### src/rtl/branch_pkg.sv
// branch_pkg: shared types, defaults and condition evaluation for pc_branch_unit
package branch_pkg;
    localparam int PC_W_DEF = 10;
    localparam int LUT_DEPTH_DEF = 16;
    typedef enum logic [1:0] {IDLE, RUN, HALT} state_t;
    typedef enum logic [2:0] {C_AL, C_EQ, C_NE, C_LT, C_GE, C_GT, C_CS, C_VS} cond_t;
    typedef struct packed {
        logic z;
        logic c;
        logic n;
        logic v;
    } flags_t;
    function automatic logic cond_true(input cond_t c, input flags_t f);
        return c == C_AL ? 1'b1 :
               c == C_EQ ? f.z :
               c == C_NE ? !f.z :
               c == C_LT ? f.n :
               c == C_GE ? !f.n :
               c == C_GT ? (!f.n && !f.z) :
               c == C_CS ? f.c : f.v;
    endfunction
endpackage

### src/rtl/pc_branch_unit_if.sv
// pc_branch_unit_if: control, flag, LUT-load and PC status signals of the branch stage
interface pc_branch_unit_if #(
    parameter int PC_W = 10,
    parameter int LUT_AW = 4
);
    logic start;
    logic flag_we;
    logic z_in;
    logic c_in;
    logic n_in;
    logic v_in;
    logic branch_en;
    logic [2:0] branch_cond;
    logic [LUT_AW-1:0] branch_idx;
    logic halt_req;
    logic lut_we;
    logic [LUT_AW-1:0] lut_waddr;
    logic [PC_W-1:0] lut_wdata;
    logic [PC_W-1:0] pc;
    logic running;
    logic done;
    logic [3:0] flags_q;
    modport master(
        output start, flag_we, z_in, c_in, n_in, v_in, branch_en, branch_cond, branch_idx,
               halt_req, lut_we, lut_waddr, lut_wdata,
        input pc, running, done, flags_q
    );
    modport slave(
        input start, flag_we, z_in, c_in, n_in, v_in, branch_en, branch_cond, branch_idx,
              halt_req, lut_we, lut_waddr, lut_wdata,
        output pc, running, done, flags_q
    );
endinterface

### src/rtl/branch_lut.sv
// branch_lut: branch-target table, one sync write port, async read, cleared by reset
module branch_lut #(
    parameter int PC_W = 10,
    parameter int LUT_DEPTH = 16,
    parameter int LUT_AW = 4
) (
    input  logic clk,
    input  logic reset,
    input  logic we,
    input  logic [LUT_AW-1:0] waddr,
    input  logic [PC_W-1:0] wdata,
    input  logic [LUT_AW-1:0] raddr,
    output logic [PC_W-1:0] rdata
);
    logic [PC_W-1:0] mem [LUT_DEPTH];
    always_ff @(posedge clk or posedge reset) begin
        if (reset) begin
            for (int i = 0; i < LUT_DEPTH; i++) mem[i] <= '0;
        end else if (we) begin
            mem[waddr] <= wdata;
        end
    end
    // async read sees the pre-write entry during a same-cycle write
    assign rdata = mem[raddr];
endmodule

### src/rtl/pc_branch_unit.sv
// pc_branch_unit: PC sequencer with flag register and LUT-targeted conditional branches.
// Define BRANCH_REL_EN to treat LUT entries as signed PC-relative offsets.
module pc_branch_unit
    import branch_pkg::*;
#(
    parameter int PC_W = PC_W_DEF,
    parameter int LUT_DEPTH = LUT_DEPTH_DEF,
    parameter int LUT_AW = $clog2(LUT_DEPTH)
) (
    input logic clk,
    input logic reset,
    pc_branch_unit_if.slave bus
);
    state_t state, state_n;
    flags_t flags, flags_in, eff;
    logic [PC_W-1:0] pc_q, pc_n, lut_rd, target;
    logic take;
    branch_lut #(.PC_W(PC_W), .LUT_DEPTH(LUT_DEPTH), .LUT_AW(LUT_AW)) u_lut (
        .clk(clk),
        .reset(reset),
        .we(bus.lut_we),
        .waddr(bus.lut_waddr),
        .wdata(bus.lut_wdata),
        .raddr(bus.branch_idx),
        .rdata(lut_rd)
    );
    assign flags_in = flags_t'({bus.z_in, bus.c_in, bus.n_in, bus.v_in});
    // same-cycle flag writes are forwarded into the branch decision
    assign eff = bus.flag_we ? flags_in : flags;
    assign take = bus.branch_en && cond_true(cond_t'(bus.branch_cond), eff);
`ifdef BRANCH_REL_EN
    assign target = pc_q + lut_rd;
`else
    assign target = lut_rd;
`endif
    always_comb begin
        state_n = state;
        pc_n = pc_q;
        case (state)
            IDLE: state_n = bus.start ? RUN : IDLE;
            RUN: begin
                state_n = bus.halt_req ? HALT : RUN;
                pc_n = bus.halt_req ? pc_q : take ? target : pc_q + 1'b1;
            end
            HALT: begin
                state_n = bus.start ? RUN : HALT;
                pc_n = bus.start ? '0 : pc_q;
            end
            default: state_n = IDLE;
        endcase
    end
    always_ff @(posedge clk or posedge reset) begin
        if (reset) begin
            state <= IDLE;
            pc_q <= '0;
            flags <= '0;
        end else begin
            state <= state_n;
            pc_q <= pc_n;
            if (bus.flag_we) flags <= flags_in;
        end
    end
    assign bus.pc = pc_q;
    assign bus.running = state == RUN;
    assign bus.done = state == HALT;
    assign bus.flags_q = flags;
endmodule
### src/flat_wrapper.sv
// flat-port wrapper written by rule: the top's interface ports become plain ports
module pc_branch_unit_flat import branch_pkg::*;
#(
    parameter int PC_W = PC_W_DEF,
    parameter int LUT_DEPTH = LUT_DEPTH_DEF,
    parameter int LUT_AW = $clog2(LUT_DEPTH)
)
  (clk, reset, bus_start, bus_flag_we, bus_z_in, bus_c_in, bus_n_in, bus_v_in, bus_branch_en, bus_branch_cond, bus_branch_idx, bus_halt_req, bus_lut_we, bus_lut_waddr, bus_lut_wdata, bus_pc, bus_running, bus_done, bus_flags_q);
  pc_branch_unit_if #(.PC_W(PC_W), .LUT_AW(LUT_AW)) bus_i ();
  input logic clk;
  input logic reset;
  input wire logic [$bits(bus_i.start)-1:0] bus_start;
  input wire logic [$bits(bus_i.flag_we)-1:0] bus_flag_we;
  input wire logic [$bits(bus_i.z_in)-1:0] bus_z_in;
  input wire logic [$bits(bus_i.c_in)-1:0] bus_c_in;
  input wire logic [$bits(bus_i.n_in)-1:0] bus_n_in;
  input wire logic [$bits(bus_i.v_in)-1:0] bus_v_in;
  input wire logic [$bits(bus_i.branch_en)-1:0] bus_branch_en;
  input wire logic [$bits(bus_i.branch_cond)-1:0] bus_branch_cond;
  input wire logic [$bits(bus_i.branch_idx)-1:0] bus_branch_idx;
  input wire logic [$bits(bus_i.halt_req)-1:0] bus_halt_req;
  input wire logic [$bits(bus_i.lut_we)-1:0] bus_lut_we;
  input wire logic [$bits(bus_i.lut_waddr)-1:0] bus_lut_waddr;
  input wire logic [$bits(bus_i.lut_wdata)-1:0] bus_lut_wdata;
  output wire logic [$bits(bus_i.pc)-1:0] bus_pc;
  output wire logic [$bits(bus_i.running)-1:0] bus_running;
  output wire logic [$bits(bus_i.done)-1:0] bus_done;
  output wire logic [$bits(bus_i.flags_q)-1:0] bus_flags_q;
  assign bus_i.start = bus_start;
  assign bus_i.flag_we = bus_flag_we;
  assign bus_i.z_in = bus_z_in;
  assign bus_i.c_in = bus_c_in;
  assign bus_i.n_in = bus_n_in;
  assign bus_i.v_in = bus_v_in;
  assign bus_i.branch_en = bus_branch_en;
  assign bus_i.branch_cond = bus_branch_cond;
  assign bus_i.branch_idx = bus_branch_idx;
  assign bus_i.halt_req = bus_halt_req;
  assign bus_i.lut_we = bus_lut_we;
  assign bus_i.lut_waddr = bus_lut_waddr;
  assign bus_i.lut_wdata = bus_lut_wdata;
  assign bus_pc = bus_i.pc;
  assign bus_running = bus_i.running;
  assign bus_done = bus_i.done;
  assign bus_flags_q = bus_i.flags_q;
  pc_branch_unit #(.PC_W(PC_W), .LUT_DEPTH(LUT_DEPTH), .LUT_AW(LUT_AW)) u_core (.clk(clk), .reset(reset), .bus(bus_i));
endmodule
### config.mk
export PLATFORM = sky130hd
export DESIGN_NAME = pc_branch_unit_flat
export DESIGN_NICKNAME = d
export VERILOG_FILES = /design/src/rtl/branch_pkg.sv /design/src/rtl/pc_branch_unit_if.sv /design/src/rtl/branch_lut.sv /design/src/rtl/pc_branch_unit.sv /design/src/flat_wrapper.sv
export SDC_FILE = /design/constraint.sdc
export NUM_CORES = 1
export LEC_CHECK = 0
export CELL_PAD_IN_SITES_DETAIL_PLACEMENT = 0
export CELL_PAD_IN_SITES_GLOBAL_PLACEMENT = 2
export CORE_MARGIN = 10
export CORE_UTILIZATION = 30
export DETAILED_ROUTE_END_ITERATION = 7
export PLACE_DENSITY_LB_ADDON = 0.1
export SYNTH_ARGS = -nofsm -noshare
export SYNTH_HDL_FRONTEND = slang
export SYNTH_SLANG_ARGS = --single-unit
### constraint.sdc
create_clock -name clk -period 7 [get_ports clk]
set_input_delay 0.7 -clock clk [delete_from_list [all_inputs] [get_ports clk]]
set_output_delay 0.7 -clock clk [all_outputs]
set_load 0.005 [all_outputs]
==> metrics, run 1 <==
Post-Syn Instances=around 550; number of flops mapped to enable cells by yosys=0; top cells by count, synth=sky130_fd_sc_hd__dfrtp_1 (176), sky130_fd_sc_hd__mux2_2 (162), sky130_fd_sc_hd__mux4_2 (41); xor and xnor area share after synthesis=0.741%; outcome=finished clean; share of the synthesized area in compound gates (AO/OA/AOI/OAI)=about 3.4%; cts bufs inserted=17; highest clock rate=331 MHz; die area=between 30000 and 40000 µm²; max-cap violations=0; post-CTS setup-driven buffer insertion count=0; TritonCTS clock tree=done; total clock sinks=about 180; minimum setup slack in the final design=around 4 ns; Starting Density=a little under a third; Resized Gates After CTS=0; leading area contributor after synthesis=sky130_fd_sc_hd__dfrtp_1; Antenna Diode Count=0; maximum vdd ir drop=about 0.00011 V; total track usage=between 10% and 20%; final hold slack=between 0.5 and 0.6 ns; Unique masters post-synth=44; die boundary height=~190 µm; most used flip-flop cell after synthesis=sky130_fd_sc_hd__dfrtp_1; CTS H-tree depth=4; number of hold-slack violations in the final timing report=0; placed wire-length estimate=between 10000 and 15000 µm; fraction of the mapped netlist area in simple logic gates=under 10%; library cell used as clock root buffer=sky130_fd_sc_hd__clkbuf_16; count of fill cells added during filler insertion=roughly 2.6k; count of boundary I/O pins=between 40 and 50; CTS Buffer Depth=2; Final Core Density=35.7%; Routability Congestion=roughly 0.72; layer with the highest usage after global routing=met2; Synth area leaders=sky130_fd_sc_hd__dfrtp_1 (53%), sky130_fd_sc_hd__mux2_2 (22%), sky130_fd_sc_hd__mux4_2 (11%); clock latency reported for the late side of the worst-skew pair=about 0.43 ns; Setup TNS=0 ns; maximum cell stage delay along the critical path=0.65 ns; unrepaired setup endpoints after global routing=false; Seq/Total Area, Yosys=53.2%; final slew viol count=0; worst-case setup slack after placement=roughly 3.5 ns; Rows=60; met1 routing resource usage after global routing=between 15 and 20%; clock-pin slew reported for the worst setup and hold paths after clock tree synthesis=~0.08 ns; Hold Path Class=reg -> reg; count of nets after finishing=~630; hold_buf cts=0; GR Layer Usage met3=~2.8%; Worst Tran Pin Value=around 1.1 ns; post-detailed-route via-to-cell ratio=approximately 5; sum of routed wire length over all layers=between 20000 and 25000 µm; Critical Path Start Type=input port; most frequently used cell type in the post-synthesis netlist=sky130_fd_sc_hd__dfrtp_1; number of global-route vias before repair=around 5.2k; worst-path cell with the longest stage delay=sky130_fd_sc_hd__buf_2; die width=186 µm; global route total overflow=0; worst max-slew margin expressed relative to the limit=26.6%; first-pass GRT wire length=around 33000 µm; Core Region=roughly 27000 µm²; share of final-layout standard cells stronger than drive strength 1=between 40% and 50%; number of nets with antenna violations after routing=0; Clock Skew=about 0.014 ns; DRT iter0 DRCs=around 210; overall power consumption=just under 3 mW; syn nets=581; pwr dens=303 nW/µm²; Data arrival, critical path=3.34 ns; maximum fanout encountered on the critical timing path=22; worst-case reg-to-reg path depth=3; count of unresolved DRC violations after routing=0; required time of the critical path=between 7 and 8 ns; Setup CP Type=in -> reg; Cells on Worst Hold Path=1; # port buffers=47; met2 routing resource usage after global routing=just over 20%; largest net degree at the start of global routing=approximately 120; dominant combinational cell family by area after synthesis=multiplexers; total via count after detailed routing=4808; length of the first detailed-routing pass in iterations=4; leakage power total=between 4 and 5 nW; cells along the critical path=buf_2 -> buf_4 -> mux4_2 -> a22oi_1 -> nand3_1 -> nand4_1 -> or3b_1; total of warnings raised by yosys=0; portion of synthesized cell area occupied by the leading cell type=53.2%; final cycle utilization of the critical path=43.1%; syn_area_per_cell=between 15 and 20 µm²; synthesized flop and latch total=about 180; ys async rst share=between 90% and 100%; post-synthesis instance area=between 8000 and 9000 µm²; endpoint type of the worst setup path=register; arithmetic-cell share of the synthesized area counting full adders, half adders and majority gates=less than 1%; number of antenna violations at the first check in global routing=0; final period demand of the worst path=3.02 ns; detail-routed net length per standard cell=23.0 µm; final setup violation count=0; Synth-to-Final Area Change=16.7%; post-synthesis mux area share=roughly a third
-- routing by layer --
| layer | up-vias | part of all wire [%] |
|---|---|---|
| met5 | - | 0 |
| met2 | 68 | 46 |
| met1 | 2578 | 49 |
| met4 | 0 | 1.2 |
| li1 | 2149 | - |
| met3 | 13 | 3.6 |
-- state kept, by name (all words and copies together), names as in the netlist --
| name | count |
|---|---|
| u_core.bus.flags_q | 4 |
| u_core.u_lut.mem | 160 |
| u_core.bus.pc | 10 |
| u_core.state | 2 |
-- cell type report --
class                           instances  area, µm²  share of cell area (%)
Inverter                                5       23.8                   0.246
Timing Repair Buffer                   55        526                    5.44
Sequential cell                       176       4400                    45.6
Clock buffer                           18        439                    4.55
Multi-Input combinational cell        337       3700                    38.3
Tap cell                              341        427                    4.42
Clock inverter                         14        143                    1.48
-- critical path, delay by kind of cell --
family	cells	cell delay [ns]
AOI/OAI and AO/OA	1	0.22
muxes	1	0.55
and+or+nand+nor	3	0.68
buffers and inverters	2	1.17
-- path summary, 6_finish.rpt --
check                      slack [ns]                                 to                              from
min reg2reg                      0.50   u_core.u_lut.mem[76]$_DFFE_PP0P_  u_core.u_lut.mem[76]$_DFFE_PP0P_
max                              3.98       u_core.bus.pc[1]$_DFFE_PP0P_                 bus_branch_idx[0]
min in group asynchronous        0.88  u_core.u_lut.mem[126]$_DFFE_PP0P_                             reset
max in group asynchronous        4.65  u_core.u_lut.mem[159]$_DFFE_PP0P_                             reset
min                              0.50   u_core.u_lut.mem[76]$_DFFE_PP0P_  u_core.u_lut.mem[76]$_DFFE_PP0P_
max reg2reg                      4.93       u_core.bus.pc[2]$_DFFE_PP0P_         u_core.state[0]$_DFF_PP0_
-- logic make-up after synthesis --
kind of cell               after synthesis
DFF                                    176
adders and majority gates                1
AOI/OAI and AO/OA                       30
and+or+nand+nor                         85
buffers and inverters                   35
muxes                                  214
xor gates and xnor gates                 7
-- through the flow --
step / instances / instance area (µm²)
6_report: 946 / 9660
5_1_grt: 946 / 9660
4_1_cts: 946 / 9660
3_5_place_dp: 914 / 9080
3_3_place_gp: 914 / 9080
2_1_floorplan: 548 / 8280
-- power by group --
group          leakage [nW]  internal [mW]  switching, mW  total (mW)
sequential             2.17           1.26          0.141        1.40
clock                 0.282          0.485          0.454       0.939
combinational          1.56          0.372          0.220       0.592
-- cells in the final DEF, fill, tap and decap left out, types with 7 or more instances in the layout --
master and n:
sky130_fd_sc_hd__xor2_1 7, sky130_fd_sc_hd__clkbuf_16 17, sky130_fd_sc_hd__buf_4 8, sky130_fd_sc_hd__a22o_1 7
sky130_fd_sc_hd__nand2_1 23, sky130_fd_sc_hd__nor2_1 10, sky130_fd_sc_hd__mux2_2 162, sky130_fd_sc_hd__nor2b_1 8
sky130_fd_sc_hd__nand3_1 11, sky130_fd_sc_hd__dfrtp_1 176, sky130_fd_sc_hd__clkdlybuf4s50_1 46, sky130_fd_sc_hd__mux2i_1 8
sky130_fd_sc_hd__mux4_2 41
No activity file was read; power rests on OpenSTA's default activity.
==> run 2: changes to the inputs <==
- clock period: 7 -> 2.9 ns (I/O delays scaled with it)
==> run 2 against run 1 <==
Net effect: register-to-register slack worse by 3.9 ns; critical path depth fell by 1; core utilization increased by 0.77 points; global-route usage grew 0.23 points; first-iteration DRC count grew 5.7%; clock skew shrank 0.0026 ns; sequential power rose by 140%; count of clock-buffer cells in the layout decreased by 1; power rose to 2.5 times the previous value; critical path type unchanged.
==> metrics, run 2 (same netlist as run 1, synthesis figures left out) <==
Starting Density=30.6% (unchanged); Worst Tran Pin Value=0.718 ns (was 1.10 ns); most common cell after layout, fill and taps aside=sky130_fd_sc_hd__dfrtp_1 (unchanged); DRT iter0 DRCs=223 (was 211); Data arrival, critical path=2.36 ns (was 3.34 ns); largest register by flop count=u_core.u_lut.mem (unchanged); final cycle utilization of the critical path=between 70 and 80%; Setup CP Type=in -> reg (unchanged); max FFs per register=160 (unchanged); Resized Gates After CTS=0 (unchanged); library cell used as clock root buffer=sky130_fd_sc_hd__clkbuf_16 (unchanged); worst-path cell with the longest stage delay=sky130_fd_sc_hd__clkdlybuf4s50_1 (was sky130_fd_sc_hd__buf_2); max-cap violations=0 (unchanged); Hold Path Class=in -> async (was reg -> reg); number of hold-slack violations in the final timing report=0 (unchanged); detail-routed net length per standard cell=22.7 µm (was 23.0 µm); pwr dens=743 nW/µm² (was 303 nW/µm²); CTS H-tree depth=4 (unchanged); Synth-to-Final Area Change=19.2% (was 16.7%); # port buffers=47 (unchanged); cells along the critical path=clkdlybuf4s50_1 -> mux4_2 -> nand3b_1 -> o311a_2 -> nand3_4 -> mux2_4 (was buf_2 -> buf_4 -> mux4_2 -> a22oi_1 -> nand3_1 -> nand4_1 -> or3b_1); required time of the critical path=3.22 ns (was 7.32 ns); total track usage=13.2% (was 12.9%); CTS Buffer Depth=2 (unchanged); total via count after detailed routing=4879 (was 4808); final period demand of the worst path=2.04 ns; final slew viol count=0 (unchanged); origin of the critical flop-to-flop path=u_core.state[1]$_DFF_PP0_ (was u_core.state[0]$_DFF_PP0_); count of nets after finishing=642 (was 625); maximum cell stage delay along the critical path=0.67 ns (was 0.65 ns); sum of routed wire length over all layers=21900 µm (was 21700 µm); cts bufs inserted=17 (unchanged); most used cells in the layout excluding fill and tap cells=sky130_fd_sc_hd__dfrtp_1 (176), sky130_fd_sc_hd__mux2_2 (162), sky130_fd_sc_hd__clkdlybuf4s50_1 (46) (unchanged); die boundary height=186 µm (unchanged); placed wire-length estimate=14100 µm (was 13700 µm); register area=4400 µm² (unchanged); unrepaired setup endpoints after global routing=false (unchanged); Core Region=27000 µm² (unchanged); outcome=finished clean (unchanged); highest clock rate=just under 500 MHz; number of placed instances, taps included=931 (was 914); area of the multi-input gates=3690 µm² (was 3700 µm²); first-pass GRT wire length=33400 µm (was 32800 µm); total clock sinks=176 (unchanged); clock-pin slew reported for the worst setup and hold paths after clock tree synthesis=0.07 ns (was 0.08 ns); maximum vdd ir drop=0.000300 V (was 0.000113 V); Setup TNS=0 ns (unchanged); Clock Skew=0.0109 ns (was 0.0135 ns); die width=186 µm (unchanged); count of boundary I/O pins=48 (unchanged); final setup violation count=0 (unchanged); clock latency reported for the late side of the worst-skew pair=0.44 ns (was 0.43 ns); startpoint of the worst setup timing path=bus_flag_we (was bus_branch_idx[0]); largest net degree at the start of global routing=68 (was 118); TritonCTS clock tree=done (unchanged); Critical Path Start Type=input port (unchanged); leakage power total=4.13 nW (was 4.01 nW); share of final-layout standard cells stronger than drive strength 1=44.9% (was 43.5%); maximum fanout encountered on the critical timing path=9 (was 22); final cell count without fillers=963 (was 946); Rows=60 (unchanged); Antenna Diode Count=0 (unchanged); length of the first detailed-routing pass in iterations=4 (unchanged); overall power consumption=7.33 mW (was 2.93 mW); number of global-route vias before repair=5329 (was 5179); number of antenna violations at the first check in global routing=0 (unchanged); post-detailed-route via-to-cell ratio=5.07 (was 5.08); global route total overflow=0 (unchanged); count of fill cells added during filler insertion=2612 (was 2577); post-CTS setup-driven buffer insertion count=0 (unchanged); worst max-slew margin expressed relative to the limit=52.1% (was 26.6%); number of nets with antenna violations after routing=0 (unchanged); hold_buf cts=0 (unchanged); count of unresolved DRC violations after routing=0 (unchanged); endpoint type of the worst setup path=register (unchanged); die area=34600 µm² (unchanged); Routability Congestion=0.746 (was 0.719)
-- run 2: cell types whose count changed in the layout (fill, tap and decap cells not counted), sizes merged --
cell | before | now
bufinv | 0 | 4
inv | 13 | 10
clkinv | 4 | 5
buf | 9 | 26
clkbuf | 18 | 17
clkinvlp | 2 | 1
-- run 2: final timing paths --
kind / cells after the start / endpoint / slack (ns)
setup / recovery: 6 / u_core.bus.pc[2]$_DFFE_PP0P_ / 0.86
hold / removal: 2 / u_core.u_lut.mem[46]$_DFFE_PP0P_ / 0.32
setup reg to reg: 5 / u_core.bus.pc[9]$_DFFE_PP0P_ / 0.99
hold reg to reg: 1 / u_core.u_lut.mem[13]$_DFFE_PP0P_ / 0.50
max in group asynchronous: 3 / u_core.u_lut.mem[30]$_DFFE_PP0P_ / 1.81
min in group clk: 2 / u_core.bus.flags_q[2]$_DFF_PP0_ / 0.50
-- run 2: layout make-up --
cell class / instances / area share [%]
repair buffers: 72 / 7.00
inverters: 5 / 0.228
clock buffers: 17 / 4.31
multi-input cells: 337 / 37.4
flip-flops and latches: 176 / 44.6
clock inverters: 15 / 2.07
well taps: 341 / 4.32
-- run 2: metrics by stage --
step           utilization, %  hold WS, ns  area [µm²]  worst slack [ns]
3_5_place_dp             34.2        0.490        9240             0.388
4_1_cts                  36.5        0.322        9870             0.849
2_1_floorplan               -        0.423        8280             0.357
5_1_grt                  36.5        0.362        9870             0.784
6_report                 36.5        0.316        9870             0.860
3_3_place_gp             34.2        0.482        9240             0.413
-- run 2: critical path, delay by kind of cell --
family,cells,cell delay [ns]
AO/OA/AOI/OAI,1,0.18
buffers and inverters,1,0.67
multiplexers,2,0.85
AND/OR/NAND/NOR,2,0.36
-- run 2: per-layer routing --
| metal | global-route usage [%] | part of all wire, % |
|---|---|---|
| met5 | 0 | 0 |
| met3 | 2.75 | 2.9 |
| met4 | 3.16 | 0.79 |
| met1 | 17.6 | 47 |
| met2 | 21.4 | 49 |
-- run 2: power by group --
part	leakage (nW)	total (mW)	switching, mW	internal [mW]
logic	1.65	1.46	0.541	0.915
registers	2.17	3.37	0.335	3.04
clock network	0.314	2.50	1.04	1.46
==> run 3: changes to the inputs <==
- clock period: 2.9 -> 1.6 ns (I/O delays scaled with it)
==> run 3 against run 2 <==
Net effect: the flow now finishes with violations (setup timing); critical path depth is 1 lower; clock skew is 0.00096 ns lower; final cell count is 6.7% higher; largest cell class unchanged; highest routed layer unchanged.
==> metrics, run 3 (same netlist as run 1, synthesis figures left out) <==
outcome=complete, but fails checks (was finished clean); violated checks=setup timing; Largest delay share family, worst path=simple AND/OR/NAND/NOR gates (was multiplexers); DRT iter0 DRCs=153 (was 223); Antenna Diode Count=0 (unchanged); total clock sinks=176 (unchanged); largest net degree at the start of global routing=101 (was 68); Critical Path Start Type=register (was input port); Synth-to-Final Area Change=27.2% (was 19.2%); overall power consumption=13.1 mW (was 7.33 mW); library cell used as clock root buffer=sky130_fd_sc_hd__clkbuf_16 (unchanged); leakage power total=4.52 nW (was 4.13 nW); pwr dens=1240 nW/µm² (was 743 nW/µm²); DP Area=9870 µm² (was 9240 µm²); TritonCTS clock tree=done (unchanged); number of antenna violations at the first check in global routing=0 (unchanged); required time of the critical path=1.91 ns (was 3.22 ns); minimum setup slack in the final design=-0.166 ns (was 0.860 ns); Rows=60 (unchanged); max-cap violations=0 (unchanged); die area=34600 µm² (unchanged); max FFs per register=160 (unchanged); placed wire-length estimate=15400 µm (was 14100 µm); maximum cell stage delay along the critical path=0.47 ns (was 0.67 ns); number of global-route vias before repair=5687 (was 5329); number of hold-slack violations in the final timing report=0 (unchanged); final period demand of the worst path=1.77 ns; maximum fanout encountered on the critical timing path=2 (was 9); Core Region=27000 µm² (unchanged); buffers and inverters on the worst path=0 (was 1); unrepaired setup endpoints after global routing=true (was false); die boundary height=186 µm (unchanged); CTS H-tree depth=4 (unchanged); CTS Buffer Depth=2 (unchanged); post-route cell area=10500 µm² (was 9870 µm²); maximum vdd ir drop=0.000527 V (was 0.000300 V); largest register by flop count=u_core.u_lut.mem (unchanged); global route total overflow=0 (unchanged); sum of routed wire length over all layers=21900 µm (about the same); cells along the critical path=mux4_2 -> a22oi_2 -> nand3_2 -> nand4_1 -> or3b_1 (was clkdlybuf4s50_1 -> mux4_2 -> nand3b_1 -> o311a_2 -> nand3_4 -> mux2_4); die width=186 µm (unchanged); length of the first detailed-routing pass in iterations=4 (unchanged); Hold Path Class=in -> async (unchanged); # port buffers=47 (unchanged); most common cell after layout, fill and taps aside=sky130_fd_sc_hd__dfrtp_1 (unchanged); most used cells in the layout excluding fill and tap cells=sky130_fd_sc_hd__dfrtp_1 (173), sky130_fd_sc_hd__mux2_2 (162), sky130_fd_sc_hd__buf_4 (70) (was sky130_fd_sc_hd__dfrtp_1 (176), sky130_fd_sc_hd__mux2_2 (162), sky130_fd_sc_hd__clkdlybuf4s50_1 (46)); count of fill cells added during filler insertion=2577 (was 2612); final slew viol count=0 (unchanged); share of final-layout standard cells stronger than drive strength 1=52.1% (was 44.9%); Setup CP Type=reg -> reg (was in -> reg); worst-path cell with the longest stage delay=sky130_fd_sc_hd__mux4_2 (was sky130_fd_sc_hd__clkdlybuf4s50_1); Routability Congestion=0.753 (was 0.746); endpoint type of the worst setup path=register (unchanged); Worst Tran Pin Value=0.584 ns (was 0.718 ns); detail-routed net length per standard cell=21.3 µm (was 22.7 µm); total via count after detailed routing=5132 (was 4879); Starting Density=30.6% (unchanged); Final Core Density=38.9% (was 36.5%); number of nets with antenna violations after routing=0 (unchanged); post-detailed-route via-to-cell ratio=4.99 (was 5.07); final cycle utilization of the critical path=110%; total track usage=13.4% (was 13.2%); first-pass GRT wire length=34600 µm (was 33400 µm); Clock Skew=0.00998 ns (was 0.0109 ns); final setup violation count=11 (was 0); clock latency reported for the late side of the worst-skew pair=0.43 ns (was 0.44 ns); highest clock rate=roughly 570 MHz; cts bufs inserted=17 (unchanged); worst-case setup slack after placement=-0.700 ns (was 0.388 ns); count of unresolved DRC violations after routing=0 (unchanged); count of boundary I/O pins=48 (unchanged); clock-pin slew reported for the worst setup and hold paths after clock tree synthesis=0.07 ns (about the same); worst max-slew margin expressed relative to the limit=61.0% (was 52.1%); count of nets after finishing=707 (was 642); Data arrival, critical path=2.08 ns (was 2.36 ns)
run 3: final timing paths:
| kind | start | endpoint | slack, ns | cells past startpoint |
|---|---|---|---|---|
| min | reset | u_core.bus.flags_q[1]$_DFF_PP0_ | 0.19 | 3 |
| max | u_core.u_lut.mem[121]$_DFFE_PP0P_ | u_core.bus.pc[1]$_DFFE_PP0P_ | -0.17 | 5 |
| min in group clk | bus_flag_we | u_core.bus.flags_q[1]$_DFF_PP0_ | 0.36 | 2 |
| min reg2reg | u_core.u_lut.mem[93]$_DFFE_PP0P_ | u_core.u_lut.mem[93]$_DFFE_PP0P_ | 0.50 | 1 |
| max reg2reg | u_core.u_lut.mem[121]$_DFFE_PP0P_ | u_core.bus.pc[1]$_DFFE_PP0P_ | -0.17 | 5 |
| max in group asynchronous | reset | u_core.u_lut.mem[145]$_DFFE_PP0P_ | 0.88 | 3 |
run 3: stage by stage:
| stage | cells | hold slack [ns] | TNS, ns |
|---|---|---|---|
| floorplan | 548 | 0.293 | -143.26 |
| global placement | 993 | 0.481 | -42.17 |
| detailed placement | 993 | 0.488 | -43.98 |
| CTS | 1025 | 0.249 | -1.18 |
| global route | 1028 | 0.236 | -1.95 |
| finish | 1028 | 0.188 | -1.04 |
run 3: layout make-up:
type	instances	area, µm²	area share [%]
clock buffer	19	433	4.11
clock inverter	13	129	1.22
inverter	5	22.5	0.214
multi-input combinational	337	3750	35.6
sequential	176	4410	41.9
tap	341	427	4.05
timing repair buffer	137	1360	12.9
run 3: per-layer routing:
metal  vias to the layer above  share of wire, %  wire (µm)  GRT usage [%]
met1                      2732                46      10100           17.4
met4                         0               1.3        276           3.93
met3                        20               2.8        621           2.46
met2                        69                50      10900           22.2
li1                       2311                 -          -              -
met5                         -                 0          0              0
run 3: timing repair:
action	4_1_cts	5_1_grt
hold buffers	0	0
endpoints found under the setup margin	17	31
setup buffers	2	3
resized for setup	19	13
pin swaps	8	1
run 3: worst min-delay path, delay by kind of cell:
family	cells	cell delay (ns)
buffers and inverters	3	0.88
run 3: report_power, final:
group,leakage (nW),total [mW],switching [mW],internal [mW]
clock network,0.262,4.03,1.86,2.17
logic,2.09,2.92,1.07,1.85
registers,2.16,6.11,0.597,5.52
total,4.52,13.1,3.53,9.53
